--- src/rtl/pipe_pkg.sv ---
// pipe_pkg: shared definitions for the generic inter-stage pipeline register.
//   - occupancy constants (also used as the state encoding)
//   - default NOP encoding for instruction-carrying stages
//   - payload widths for each pipeline boundary
package pipe_pkg;

    localparam logic [1:0] OCC_EMPTY = 2'd0;
    localparam logic [1:0] OCC_FULL  = 2'd1;
    localparam logic [1:0] OCC_SKID  = 2'd2;

    // addi x0, x0, 0
    localparam logic [31:0] NOP_INSTR = 32'h0000_0013;

    // Payload widths per boundary
    localparam int IFID_W  = 96;   // instr, pc, pc+4
    localparam int IDEX_W  = 160;  // pc, rs1 val, rs2 val, imm, ctrl
    localparam int EXMEM_W = 112;  // alu result, store data, rd/ctrl
    localparam int MEMWB_W = 80;   // wb data, pc+4 low, rd/ctrl

    // The state value equals the number of valid entries, so the state
    // register doubles as the registered occupancy output.
    typedef enum logic [1:0] {
        ST_EMPTY = OCC_EMPTY,
        ST_FULL  = OCC_FULL,
        ST_SKID  = OCC_SKID
    } stage_state_t;

endpackage

--- src/rtl/pipe_stage_reg_sat_counter.sv ---
// sat_counter: event counter that increments by one per cycle with inc=1
// and sticks at all-ones instead of wrapping.
//   clk   in   clock
//   rst   in   synchronous active-low reset, clears the count
//   inc   in   count this cycle
//   count out  current count (CNT_W bits)
module sat_counter #(
    parameter int CNT_W = 16
) (
    input  logic             clk,
    input  logic             rst,
    input  logic             inc,
    output logic [CNT_W-1:0] count
);

    always_ff @(posedge clk) begin
        if (!rst) begin
            count <= '0;
        end else if (inc && (count != {CNT_W{1'b1}})) begin
            count <= count + CNT_W'(1);
        end
    end

endmodule

--- src/rtl/pipe_stage_reg.sv ---
// pipe_stage_reg: generic inter-stage register with valid/ready handshake,
// one-entry skid buffer (so in_ready comes straight from a flop), flush with
// bubble injection and saturating stall/flush/bubble debug counters.
//
// Ports:
//   clk         in   clock
//   rst         in   synchronous active-low reset
//   in_valid    in   upstream payload valid
//   in_ready    out  stage can accept (registered)
//   in_data     in   upstream payload
//   out_valid   out  main entry holds a valid payload
//   out_ready   in   downstream accepts
//   out_data    out  main entry payload, BUBBLE_VAL when out_valid=0
//   hold        in   stall from hazard unit, freezes output side
//   flush       in   clear from hazard unit, discards all contents
//   occupancy   out  number of valid entries (0..2)
//   stall_cnt   out  cycles with out_valid=1 and no output transfer
//   flush_cnt   out  flushes that discarded at least one entry
//   bubble_cnt  out  cycles with out_valid=0 and out_ready=1
//
// State  | meaning
// -------+-------------------------------------------------------
// EMPTY  | main and skid invalid, in_ready=1
// FULL   | main valid, skid invalid, in_ready=1
// SKID   | main and skid valid, in_ready=0
module pipe_stage_reg
    import pipe_pkg::*;
#(
    parameter int                DATA_W     = 96,
    parameter logic [DATA_W-1:0] BUBBLE_VAL = {DATA_W{1'b0}},
    parameter int                CNT_W      = 16
) (
    input  logic              clk,
    input  logic              rst,
    input  logic              in_valid,
    output logic              in_ready,
    input  logic [DATA_W-1:0] in_data,
    output logic              out_valid,
    input  logic              out_ready,
    output logic [DATA_W-1:0] out_data,
    input  logic              hold,
    input  logic              flush,
    output logic [1:0]        occupancy,
    output logic [CNT_W-1:0]  stall_cnt,
    output logic [CNT_W-1:0]  flush_cnt,
    output logic [CNT_W-1:0]  bubble_cnt
);

    stage_state_t      state, state_n;
    logic [DATA_W-1:0] main_data, main_n;
    logic [DATA_W-1:0] skid_data, skid_n;
    logic              in_ready_n;
    logic              in_fire, out_fire;

    assign out_valid = (state != ST_EMPTY);
    assign in_fire   = in_valid & in_ready;
    assign out_fire  = out_valid & out_ready & ~hold;

    // main_data is forced to BUBBLE_VAL whenever the main entry goes
    // invalid, so out_data can come straight from the register.
    assign out_data  = main_data;
    assign occupancy = state;

    always_ff @(posedge clk) begin
        if (!rst) begin
            state     <= ST_EMPTY;
            main_data <= BUBBLE_VAL;
            skid_data <= BUBBLE_VAL;
            in_ready  <= 1'b1;
        end else begin
            state     <= state_n;
            main_data <= main_n;
            skid_data <= skid_n;
            in_ready  <= in_ready_n;
        end
    end

    always_comb begin
        state_n = state;
        main_n  = main_data;
        skid_n  = skid_data;

        case (state)
            ST_EMPTY: begin
                if (in_fire) begin
                    state_n = ST_FULL;
                    main_n  = in_data;
                end
            end
            ST_FULL: begin
                if (in_fire && out_fire) begin
                    main_n = in_data;
                end else if (in_fire) begin
                    state_n = ST_SKID;
                    skid_n  = in_data;
                end else if (out_fire) begin
                    state_n = ST_EMPTY;
                    main_n  = BUBBLE_VAL;
                end
            end
            ST_SKID: begin
                // in_ready is 0 here, so nothing new can arrive
                if (out_fire) begin
                    state_n = ST_FULL;
                    main_n  = skid_data;
                    skid_n  = BUBBLE_VAL;
                end
            end
            default: begin
                state_n = ST_EMPTY;
                main_n  = BUBBLE_VAL;
                skid_n  = BUBBLE_VAL;
            end
        endcase

        // Flush overrides everything (including hold); a coincident
        // input payload is simply dropped.
        if (flush) begin
            state_n = ST_EMPTY;
            main_n  = BUBBLE_VAL;
            skid_n  = BUBBLE_VAL;
        end

        in_ready_n = (state_n != ST_SKID);
    end

    logic stall_inc, flush_inc, bubble_inc;

    assign stall_inc  = out_valid & ~out_fire;
    assign flush_inc  = flush & (state != ST_EMPTY);
    assign bubble_inc = ~out_valid & out_ready;

    sat_counter #(.CNT_W(CNT_W)) u_stall_cnt (
        .clk   (clk),
        .rst   (rst),
        .inc   (stall_inc),
        .count (stall_cnt)
    );

    sat_counter #(.CNT_W(CNT_W)) u_flush_cnt (
        .clk   (clk),
        .rst   (rst),
        .inc   (flush_inc),
        .count (flush_cnt)
    );

    sat_counter #(.CNT_W(CNT_W)) u_bubble_cnt (
        .clk   (clk),
        .rst   (rst),
        .inc   (bubble_inc),
        .count (bubble_cnt)
    );

endmodule

--- config.mk ---
export PLATFORM = sky130hd
export DESIGN_NAME = pipe_stage_reg
export DESIGN_NICKNAME = d
export VERILOG_FILES = /design/src/rtl/pipe_pkg.sv /design/src/rtl/pipe_stage_reg_sat_counter.sv /design/src/rtl/pipe_stage_reg.sv
export SDC_FILE = /design/constraint.sdc
export NUM_CORES = 1
export LEC_CHECK = 0
export BUFFER_PORTS_ARGS = -buffer_cell sky130_fd_sc_hd__buf_2
export CORE_MARGIN = 4
export CORE_UTILIZATION = 45
export DETAILED_ROUTE_END_ITERATION = 10
export PLACE_DENSITY = 0.77
export SYNTH_ARGS = -nofsm -noshare
export SYNTH_HDL_FRONTEND = slang
export SYNTH_SLANG_ARGS = --single-unit
--- constraint.sdc ---
create_clock -name clk -period 1.9 [get_ports clk]
set_input_delay 0 -clock clk [delete_from_list [all_inputs] [get_ports clk]]
set_output_delay 0 -clock clk [all_outputs]
set_load 0.05 [all_outputs]
==> out/qor.yml <==
timing:
  hold_viol: 0
  layout_min_cycle_time_ns: 1.758
  holdWs_ns: 0.1247
  worstMarginPinSlew_ns: 0.6505
  relSlewSlack: 0.5664
  setup_viol: 0
  finalCritPeriodShare: 0.9253
  fin_skew_ns: 0.01677
  slew_violations: 0
  fmaxAchievable_mhz: 568.8
  setup_ws_ns: 0.1419
worst_setup_path:
  max_stage_delay_ns: 0.47
  worstPathRequired_ns: 2.36
  crit_fanout: 6
  cp-start-kind: "flip-flop"
  cp_num_buf_inv: 0
  end_kind: "flip-flop"
  slowest_stage: "or4_1"
  crit_family: "simple AND/OR/NAND/NOR gates"
  arrival_ns: 2.22
  cp_cell_sequence: "ha_1 -> nand4_1 -> or3_4 -> or4_1 -> a21oi_1"
  critPathKind: "reg2reg"
detailed_routing:
  avgViaCountPerCell: 5.994
  drt_pass1_iterations: 5
  drcViolationCount: 0
  vias: 11290
  antenna_left: 0
  drtIter0Drc: 1344
  wl_per_cell_um: 18.53
  drt-total-wl_mm: 34.91
clocking:
  cts_made_buffers: 27
  post_cts_buffers: 0
  cts-root-buf: "clkbuf_16"
  path_clk_slew_ns: 0.06
  cts_tree: "yes"
  clock_path_buffers: 3
  htree_levels: 1
  clock_latency_ns: 0.53
  cts_sinks: 243
logic_synthesis:
  synth-edff-count: 0
  async_flop_share: 0
  synth_area_leader_cell: "dfxtp_1"
  ys_seq_elements: 243
  synth_cell_types: 50
  synth.area.top_cells: "dfxtp_1 44%, a21oi_1 9.4%, nand4b_1 7.7%"
  yosysSeqAreaShare: 0.4436
  netlist.area_leader.share: 0.4436
  syn_area_um2: 10970
  synth_common_cells: "243 x dfxtp_1, 206 x a21oi_1, 149 x o21ai_0"
  synth.avg_cell_area_um2: 8.751
  yosys_most_used_dff: "dfxtp_1"
  synthCells: 1253
  synth_most_common_cell: "dfxtp_1"
  syn-num-nets: 1358
  ys_warn_count: 0
power_and_ir_drop:
  vdd_drop_max_uv: 610.7
  p_per_area_nw_per_um2: 865.0
  p_leak_nw: 5.593
placement:
  gp_congestion: 0.9162
  post-place-ws_ns: 0.1315
  dp_hpwl_mm: 20.49
  portBuffers: 249
cells_and_area:
  drive_above_1_share: 0.2345
  fin_nets: 1648
  synthToLayoutAreaGrowth_pct: 34.20
die:
  die_area_um2: 26930
  die_h_um: 164.1
  io_pins: 250
  start_util: 0.4617
  die_width_um: 164.1
  rows: 56
  coreArea_um2: 23750
flow_run:
  cap_violations: 0
global_routing:
  grt_pass1_wl_mm: 55.26
  grt_max_degree: 124
  overflow: 0
  antenna_found_initial: 4
  first_global_vias: 10680
  track_usage: 0.2456
hold_path:
  hold_class: "in2reg"
run_status:
  outcome: "completed"
-- path summary, 6_finish.rpt --
check,startpoint,to,slack (ns),cells past startpoint
setup / recovery,u_stall_cnt.count[0]$_SDFFE_PN0P_,u_stall_cnt.count[12]$_SDFFE_PN0P_,0.14,5
hold / removal,out_ready,u_bubble_cnt.count[0]$_SDFFE_PN0P_,0.12,4
setup reg to reg,u_stall_cnt.count[0]$_SDFFE_PN0P_,u_stall_cnt.count[12]$_SDFFE_PN0P_,0.14,5
hold reg to reg,out_data[16]$_SDFFE_PP0P_,out_data[16]$_SDFFE_PP0P_,0.46,1
-- sequential cells by signal, summed over array words and instances, names as in the netlist --
| name | count |
|---|---|
| out_data | 96 |
| skid_data | 96 |
| u_bubble_cnt.count | 16 |
| u_flush_cnt.count | 16 |
| u_stall_cnt.count | 16 |
| occupancy | 2 |
| in_ready | 1 |
-- cells by family (layout without fill, tap and decap cells) --
family	after synthesis	in the layout	synth area share
simple gates	316	316	0.1835
compound gates	495	495	0.2659
xor+xnor	1	1	0.0007989
fa+ha+maj	3	3	0.003423
buf+inv	134	442	0.04701
other cells	0	4	0
mux	61	61	0.05580
flops	243	243	0.4436
-- through the flow --
stage	TNS (ns)	area, um2	std cells	total power [mW]	utilization
after global routing	-0.01207	14720	1884	13.18	0.6195
after floorplan	0	10990	1253	6.363	-
after CTS	0	14690	1880	12.81	0.6183
after global placement	0	12710	1734	6.918	0.5352
final	0	14720	1884	12.73	0.6195
after detailed placement	0	12710	1734	6.937	0.5352
-- power by group --
| group | total, mW | internal [mW] | leakage [nW] | switching [mW] |
|---|---|---|---|---|
| Clock | 5.71 | 3.61 | 0.491 | 2.11 |
| Sequential | 5.29 | 5.22 | 1.97 | 0.0742 |
| Combinational | 1.73 | 0.566 | 3.13 | 1.16 |
| Total | 12.7 | 9.39 | 5.59 | 3.34 |
-- area by class of cell --
cell class	instances	area, um2
fill	1964	9037
multi-input combinational	876	5689
sequential	243	4888
timing repair buffer	387	2718
clock buffer	36	800.8
tap	319	399.1
clock inverter	11	180.2
inverter	8	30.03
antenna	4	10.01
-- layout by cell type, fill, tap and decap left out, types with 8 or more instances in the layout --
cell           instances
or3_1                  9
clkbuf_16             28
buf_2                249
a22oi_1               56
buf_4                 24
mux2i_1               60
nand4_1               19
a21oi_1              205
nor2_1                52
dlygate4sd3_1         99
nor3_1                 9
nand3_1               24
nand4b_1              97
buf_12                15
nand2_1               36
o21ai_0              149
nand2b_1              19
dfxtp_1              232
and4_1                 9
o31ai_1                8
o2bb2ai_1             55
-- worst register-to-register path, delay by kind of cell (launching register included) --
| kind | cells | cell delay [ns] |
|---|---|---|
| AO/OA/AOI/OAI | 1 | 0.15 |
| adder cells (fa/ha/maj) | 1 | 0.20 |
| flip-flops | 1 | 0.37 |
| AND/OR/NAND/NOR | 3 | 0.97 |
-- what timing repair did --
action | in CTS | in global routing
endpoints found under the setup margin | 0 | 3
hold buffers | 99 | 0
hold endpoints to repair | 196 | 0
gates resized for setup | 0 | 3
-- per-layer routing --
metal,global-route usage,share of wire,vias to the layer above
met5,0,0,-
met4,0.07282,0.026,0
met3,0.04743,0.083,74
met2,0.4059,0.47,529
met1,0.3270,0.42,5355
li1,-,-,5335
Note: power is estimated with default switching activity, not from simulation.
